File: config.mk
export PLATFORM = sky130hd
export DESIGN_NAME = fir_sequencer
export DESIGN_NICKNAME = d
export VERILOG_FILES = /design/src/rtl/fir_sequencer.sv
export SDC_FILE = /design/constraint.sdc
export NUM_CORES = 1
export LEC_CHECK = 0
export CORE_UTILIZATION = 45
export DETAILED_ROUTE_END_ITERATION = 16
export GPL_TIMING_DRIVEN = 0
export MAX_ROUTING_LAYER = met4
export PLACE_DENSITY = 0.81
export SETUP_SLACK_MARGIN = 0.1
export SYNTH_ARGS = -nofsm -noshare
export SYNTH_HDL_FRONTEND = slang
export SYNTH_SLANG_ARGS = --single-unit
File: constraint.sdc
create_clock -name clk -period 2.8 [get_ports clk]
set_input_delay 0.84 -clock clk [delete_from_list [all_inputs] [get_ports clk]]
set_output_delay 0.84 -clock clk [all_outputs]
set_load 0.02 [all_outputs]
File: src/rtl/fir_sequencer.sv
// rtl/fir_sequencer.sv - micro-op sequencer for the FIR filter accelerator datapath
module fir_sequencer #(
    parameter int NUM_TAPS = 4
) (
    input  logic       clk,
    input  logic       rst,
    input  logic       data_ready,
    input  logic       new_coefficient_set,
    input  logic       coefficient_ready,
    input  logic       overflow,
    input  logic       one_k_samples,
    output logic       cnt_up,
    output logic       clear,
    output logic       modwait,
    output logic [2:0] op,
    output logic [3:0] src1,
    output logic [3:0] src2,
    output logic [3:0] dest,
    output logic       err,
    output logic       coeff_done,
    output logic       batch_done
);

    typedef enum logic [3:0] {
        S_IDLE,
        S_CLR,
        S_COEF_WAIT,
        S_COEF_LD,
        S_SHIFT,
        S_STORE,
        S_ZERO,
        S_MUL,
        S_ACC,
        S_DONE,
        S_ERR
    } state_t;

    localparam logic [2:0] OP_NOP       = 3'd0;
    localparam logic [2:0] OP_COPY      = 3'd1;
    localparam logic [2:0] OP_LOAD_SMP  = 3'd2;
    localparam logic [2:0] OP_LOAD_COEF = 3'd3;
    localparam logic [2:0] OP_ADD       = 3'd4;
    localparam logic [2:0] OP_SUB       = 3'd5;
    localparam logic [2:0] OP_MUL       = 3'd6;

    localparam logic [2:0] TAPS     = 3'(NUM_TAPS);
    localparam logic [2:0] LAST_TAP = 3'(NUM_TAPS - 1);
    localparam logic [3:0] R_TEMP   = 4'd15;

    state_t     state_q, state_d;
    logic [2:0] k_q, k_d;
    logic       pending_q, pending_d;
    logic       overrun_q, overrun_d;

    logic       can_dispatch;
    logic       seq_end;
    logic       take_sample;

    // Next-state, tap index and one-deep sample buffer bookkeeping
    always_comb begin
        state_d      = state_q;
        k_d          = k_q;
        pending_d    = pending_q;
        overrun_d    = overrun_q;
        can_dispatch = 1'b0;
        seq_end      = 1'b0;
        take_sample  = 1'b0;

        case (state_q)
            S_IDLE, S_ERR: can_dispatch = 1'b1;
            S_CLR:         seq_end = 1'b1;
            S_COEF_WAIT: begin
                if (k_q == TAPS) begin
                    seq_end = 1'b1;
                    k_d     = 3'd0;
                end else if (coefficient_ready) begin
                    state_d = S_COEF_LD;
                end
            end
            S_COEF_LD: begin
                k_d     = k_q + 3'd1;
                state_d = S_COEF_WAIT;
            end
            S_SHIFT: begin
                if (k_q == 3'd2) begin
                    state_d = S_STORE;
                end else begin
                    k_d = k_q - 3'd1;
                end
            end
            S_STORE: state_d = S_ZERO;
            S_ZERO: begin
                state_d = S_MUL;
                k_d     = 3'd0;
            end
            S_MUL: begin
                if (overflow) begin
                    state_d = S_ERR;
                    k_d     = 3'd0;
                end else begin
                    state_d = S_ACC;
                end
            end
            S_ACC: begin
                if (overflow) begin
                    state_d = S_ERR;
                    k_d     = 3'd0;
                end else if (k_q == LAST_TAP) begin
                    state_d = S_DONE;
                    k_d     = 3'd0;
                end else begin
                    state_d = S_MUL;
                    k_d     = k_q + 3'd1;
                end
            end
            S_DONE: begin
                // An overrun during this sample turns the end of the sequence into ERR
                if (overrun_q) begin
                    seq_end = 1'b1;
                end else begin
                    state_d      = S_IDLE;
                    can_dispatch = 1'b1;
                end
            end
            default: state_d = S_IDLE;
        endcase

        if (seq_end) begin
            state_d = overrun_q ? S_ERR : S_IDLE;
        end

        // Fixed dispatch priority: counter clear, coefficient reload, then samples
        if (can_dispatch) begin
            if (one_k_samples) begin
                state_d = S_CLR;
            end else if (new_coefficient_set) begin
                state_d = S_COEF_WAIT;
                k_d     = 3'd0;
            end else if (data_ready || pending_q) begin
                take_sample = 1'b1;
                if (NUM_TAPS > 1) begin
                    state_d = S_SHIFT;
                    k_d     = TAPS;
                end else begin
                    state_d = S_STORE;
                    k_d     = 3'd0;
                end
            end
        end

        // A buffered sample is consumed first; a same-cycle pulse then refills the buffer
        if (take_sample) begin
            pending_d = pending_q & data_ready;
        end else if (data_ready) begin
            if (pending_q) begin
                overrun_d = 1'b1;
            end else begin
                pending_d = 1'b1;
            end
        end

        if (seq_end && overrun_q) begin
            pending_d = 1'b0;
            overrun_d = 1'b0;
        end
    end

    // State, tap index and sample buffer registers
    always_ff @(posedge clk or posedge rst) begin
        if (rst) begin
            state_q   <= S_IDLE;
            k_q       <= 3'd0;
            pending_q <= 1'b0;
            overrun_q <= 1'b0;
        end else begin
            state_q   <= state_d;
            k_q       <= k_d;
            pending_q <= pending_d;
            overrun_q <= overrun_d;
        end
    end

    // Moore output decode from the registered state and tap index
    always_comb begin
        op         = OP_NOP;
        src1       = 4'd0;
        src2       = 4'd0;
        dest       = 4'd0;
        modwait    = 1'b1;
        cnt_up     = 1'b0;
        clear      = 1'b0;
        err        = 1'b0;
        coeff_done = 1'b0;
        batch_done = 1'b0;

        case (state_q)
            S_IDLE: modwait = 1'b0;
            S_ERR: begin
                modwait = 1'b0;
                err     = 1'b1;
            end
            S_CLR: begin
                clear      = 1'b1;
                batch_done = 1'b1;
            end
            S_COEF_WAIT: coeff_done = (k_q == TAPS);
            S_COEF_LD: begin
                op   = OP_LOAD_COEF;
                dest = {1'b1, k_q};
            end
            S_SHIFT: begin
                op   = OP_COPY;
                src1 = {1'b0, k_q} - 4'd1;
                dest = {1'b0, k_q};
            end
            S_STORE: begin
                op   = OP_LOAD_SMP;
                dest = 4'd1;
            end
            S_ZERO: op = OP_SUB;
            S_MUL: begin
                op   = OP_MUL;
                src1 = {1'b0, k_q} + 4'd1;
                src2 = {1'b1, k_q};
                dest = R_TEMP;
            end
            S_ACC: begin
                op   = OP_ADD;
                src2 = R_TEMP;
            end
            S_DONE: cnt_up = 1'b1;
            default: modwait = 1'b0;
        endcase
    end

endmodule

==> results of run 1 <==
[cell type report]
cell class,instances,share of cell area [%]
Buffer,10,5.19
Inverter,12,2.42
Sequential cell,9,12.4
Multi-Input combinational cell,133,54.4
Tap cell,30,2.02
Clock buffer,4,1.41
Timing Repair Buffer,49,22.2
[worst paths after layout]
| check | slack, ns | to | start |
|---|---|---|---|
| worst min-delay path | 0.51 | k_q[0]$_DFF_PP0_ | k_q[0]$_DFF_PP0_ |
| worst max register to register | 0.78 | k_q[2]$_DFF_PP0_ | state_q[3]$_DFF_PP0_ |
| min in group asynchronous | 0.84 | state_q[1]$_DFF_PP0_ | rst |
| worst min register to register | 0.51 | k_q[0]$_DFF_PP0_ | k_q[0]$_DFF_PP0_ |
| worst max-delay path | -0.11 | src1[3] | state_q[3]$_DFF_PP0_ |
| max in group asynchronous | 1.67 | k_q[1]$_DFF_PP0_ | rst |
[kinds of logic after synthesis]
family                     after synthesis
adders and majority gates               11
muxes                                    5
AOI/OAI and AO/OA                       47
DFF                                      9
xor gates and xnor gates                 2
and+or+nand+nor                         68
buffers and inverters                   22
[timing repair]
| action | in CTS | in global routing |
|---|---|---|
| buffers inserted | 7 | 15 |
| setup endpoints to repair | 19 | 12 |
| resized for setup | 64 | 31 |
| pin swaps | 6 | 5 |
[layout by cell type (no fill, tap or decap), types with 3 or more instances in the layout]
cell type and count:
ha_1 8, clkdlybuf4s50_1 6, clkbuf_4 4, dlymetal6s2s_1 3
inv_1 9, clkdlybuf4s15_1 3, a31oi_1 4, nor2_1 12
nand2_1 14, dfrtp_1 5, clkbuf_2 6, nor2_4 3
o21ai_0 9, mux2i_1 4, a21oi_1 9, nor3_1 3
buf_4 25, dlygate4sd2_1 5, inv_2 3, nand3_1 4
nor2b_1 5, nor2_2 3, a22oi_1 3, nand2b_1 8
buf_6 6, dfrtp_2 4
[registers in the layout, indices dropped and copies added (netlist names)]
name	cells
pending_q	1
overrun_q	1
k_q	3
state_q	4
[routing by layer]
metal | GRT usage (%) | routed length (um) | up-vias
met5 | - | 0 | -
met4 | 6.84 | 51 | 0
met3 | 3.61 | 289 | 10
met2 | 44.7 | 2070 | 73
met1 | 39.0 | 1790 | 694
li1 | - | - | 691
[through the flow]
step,hold WS (ns),setup WS [ns]
after floorplan,0.539,0.138
after global placement,0.581,-0.539
after detailed placement,0.592,-0.608
after CTS,0.601,-0.0906
after global routing,0.542,-0.196
final,0.514,-0.105
[where the power goes]
part / internal, mW / switching, mW
clock network: 0.0552 / 0.0511
logic: 0.826 / 1.01
registers: 0.194 / 0.0805
==> impl_metrics.toml, run 1 <==
[worst_setup_path]
reg2regPathDepth = 8
path_class = "reg -> out"
crit_slowest_cell = "dfrtp_1"
endpoint_kind = "output port"
worstPathCellList = "buf_6 -> nand2b_4 -> nor2_4 -> ha_4 -> inv_2 -> a21oi_2 -> o21bai_1 -> mux2i_1 -> nor2_2 -> buf_6"
start_kind = "register"
cp_num_buf_inv = 3
cpPeakStageDelay_ns = 0.37
cp_common_cell = "buf_6"
cp.required_ns = 1.96
cp_max_fo = 5
critical_path_depth = 10
critPathArrivalTime_ns = 2.07
crit_family = "simple AND/OR/NAND/NOR gates"

[logic_synthesis]
yosys_register_bits = 9
synth-warning-count = 0
avgSynthCellArea_um2 = 7.57
synth_area_um2 = 1240
yosys-top-cells-count = "nor2_1, nand2_1, inv_1"
seq_area_frac_synth_pct = 18.1
synth-xor-area-share_pct = 1.41
synthTopCellsByArea = "dfrtp_1, ha_1, nor2_1"
synth_compound_area_share_pct = 27.4
synthCells = 164
synthAdderAreaFrac_pct = 11.7
synth_top_area_cell = "dfrtp_1"
synthArstFlopShare_pct = 100
synthFlopType = "dfrtp_1"
synthSimpleGateAreaFrac_pct = 28.7
netlist.area_leader.share_pct = 18.1
syn-num-nets = 182
synth.distinct_cells = 49
synth_top_family_by_area = "simple AND/OR/NAND/NOR gates"
muxShareOfSynthArea_pct = 4.13
synth_edf_count = 0
yosysMostFrequentCell = "nor2_1"

[route]
dr.pass1.iters = 4
vias_per_cell = 5.94
drt_iter0_markers = 50
route.final.wire_length_um = 4200
vias = 1468
drc_errors = 0
detail-route-antenna-nets = 0
wl_per_cell_um = 17.0

[sta]
maxSlewViolCount = 0
worstMarginPinSlew_ns = 0.612
hold_viol = 0
relSlewSlack_pct = 58.6
setup_violations = 2
setup_ws_ns = -0.105
rsz0062_at_grt = "yes"
fin_worst_skew_ns = 0.00196
setup-tns-final_ns = -0.126
fin_crit_ns = 2.91
max_freq_ghz = 0.344
fin_crit_sh_pct = 104

[global_routing]
grt_pass1_vias = 1239
grt_overflow = 0
grt.total_usage_pct = 28.6
grt_pass1_wl_um = 5910
grt_max_degree = 11
antenna_found_initial = 0

[placed_design]
postPlaceCellArea_um2 = 1560
place_congestion = 0.875
io_buffers = 27
dp.cells = 221
dp.final_hpwl_um = 2700

[flow_run]
drv_cap = 0

[power_and_ir_drop]
power_density_nw_per_um2 = 1190
peakVddDrop_mv = 0.777
p_leak_nw = 0.886
fin_total_pwr_mw = 2.21

[cells_and_area]
fin_util_pct = 73.0
seq_area_um2 = 230
final_area_um2 = 1860
multi_input_area_um2 = 1010
drive_gt1_share_pct = 33.6
syn2layout_area_growth_pct = 49.7
nFillCells = 198
stdcell_count = 247
insertedDiodeCount = 0
fin_nets = 236

[floorplan]
initial_core_util_pct = 48.8
std_cell_rows = 18
coreArea_um2 = 2540
die_area_um2 = 2970
ios = 28
die_h_um = 54.5
die_w_um = 54.5

[clock_tree]
clock-sinks = 9
clock_path_buffers = 2
cts_made_buffers = 3
cts_tree = "built"
clkTransAtPathRegs_ns = 0.07
htreeDepth = 1
clock_latency_ns = 0.27
root_buffer = "clkbuf_4"
postCtsHoldBufs = 0

[status]
violations = "negative setup slack"
status = "complete, but fails checks"

[min_path]
min_path_type = "reg -> reg"
hold_depth = 1
Note: power is estimated with default switching activity, not from simulation.
==> run 2: changes to the inputs <==
--- a/config.mk
+++ b/config.mk
@@ -11,6 +11,7 @@
 export MAX_ROUTING_LAYER = met4
 export PLACE_DENSITY = 0.81
 export SETUP_SLACK_MARGIN = 0.1
+export SLEW_MARGIN = 25
 export SYNTH_ARGS = -nofsm -noshare
 export SYNTH_HDL_FRONTEND = slang
 export SYNTH_SLANG_ARGS = --single-unit
==> results of run 2 <==
No change in the layout: final DEF, timing and power equal those of run 1.
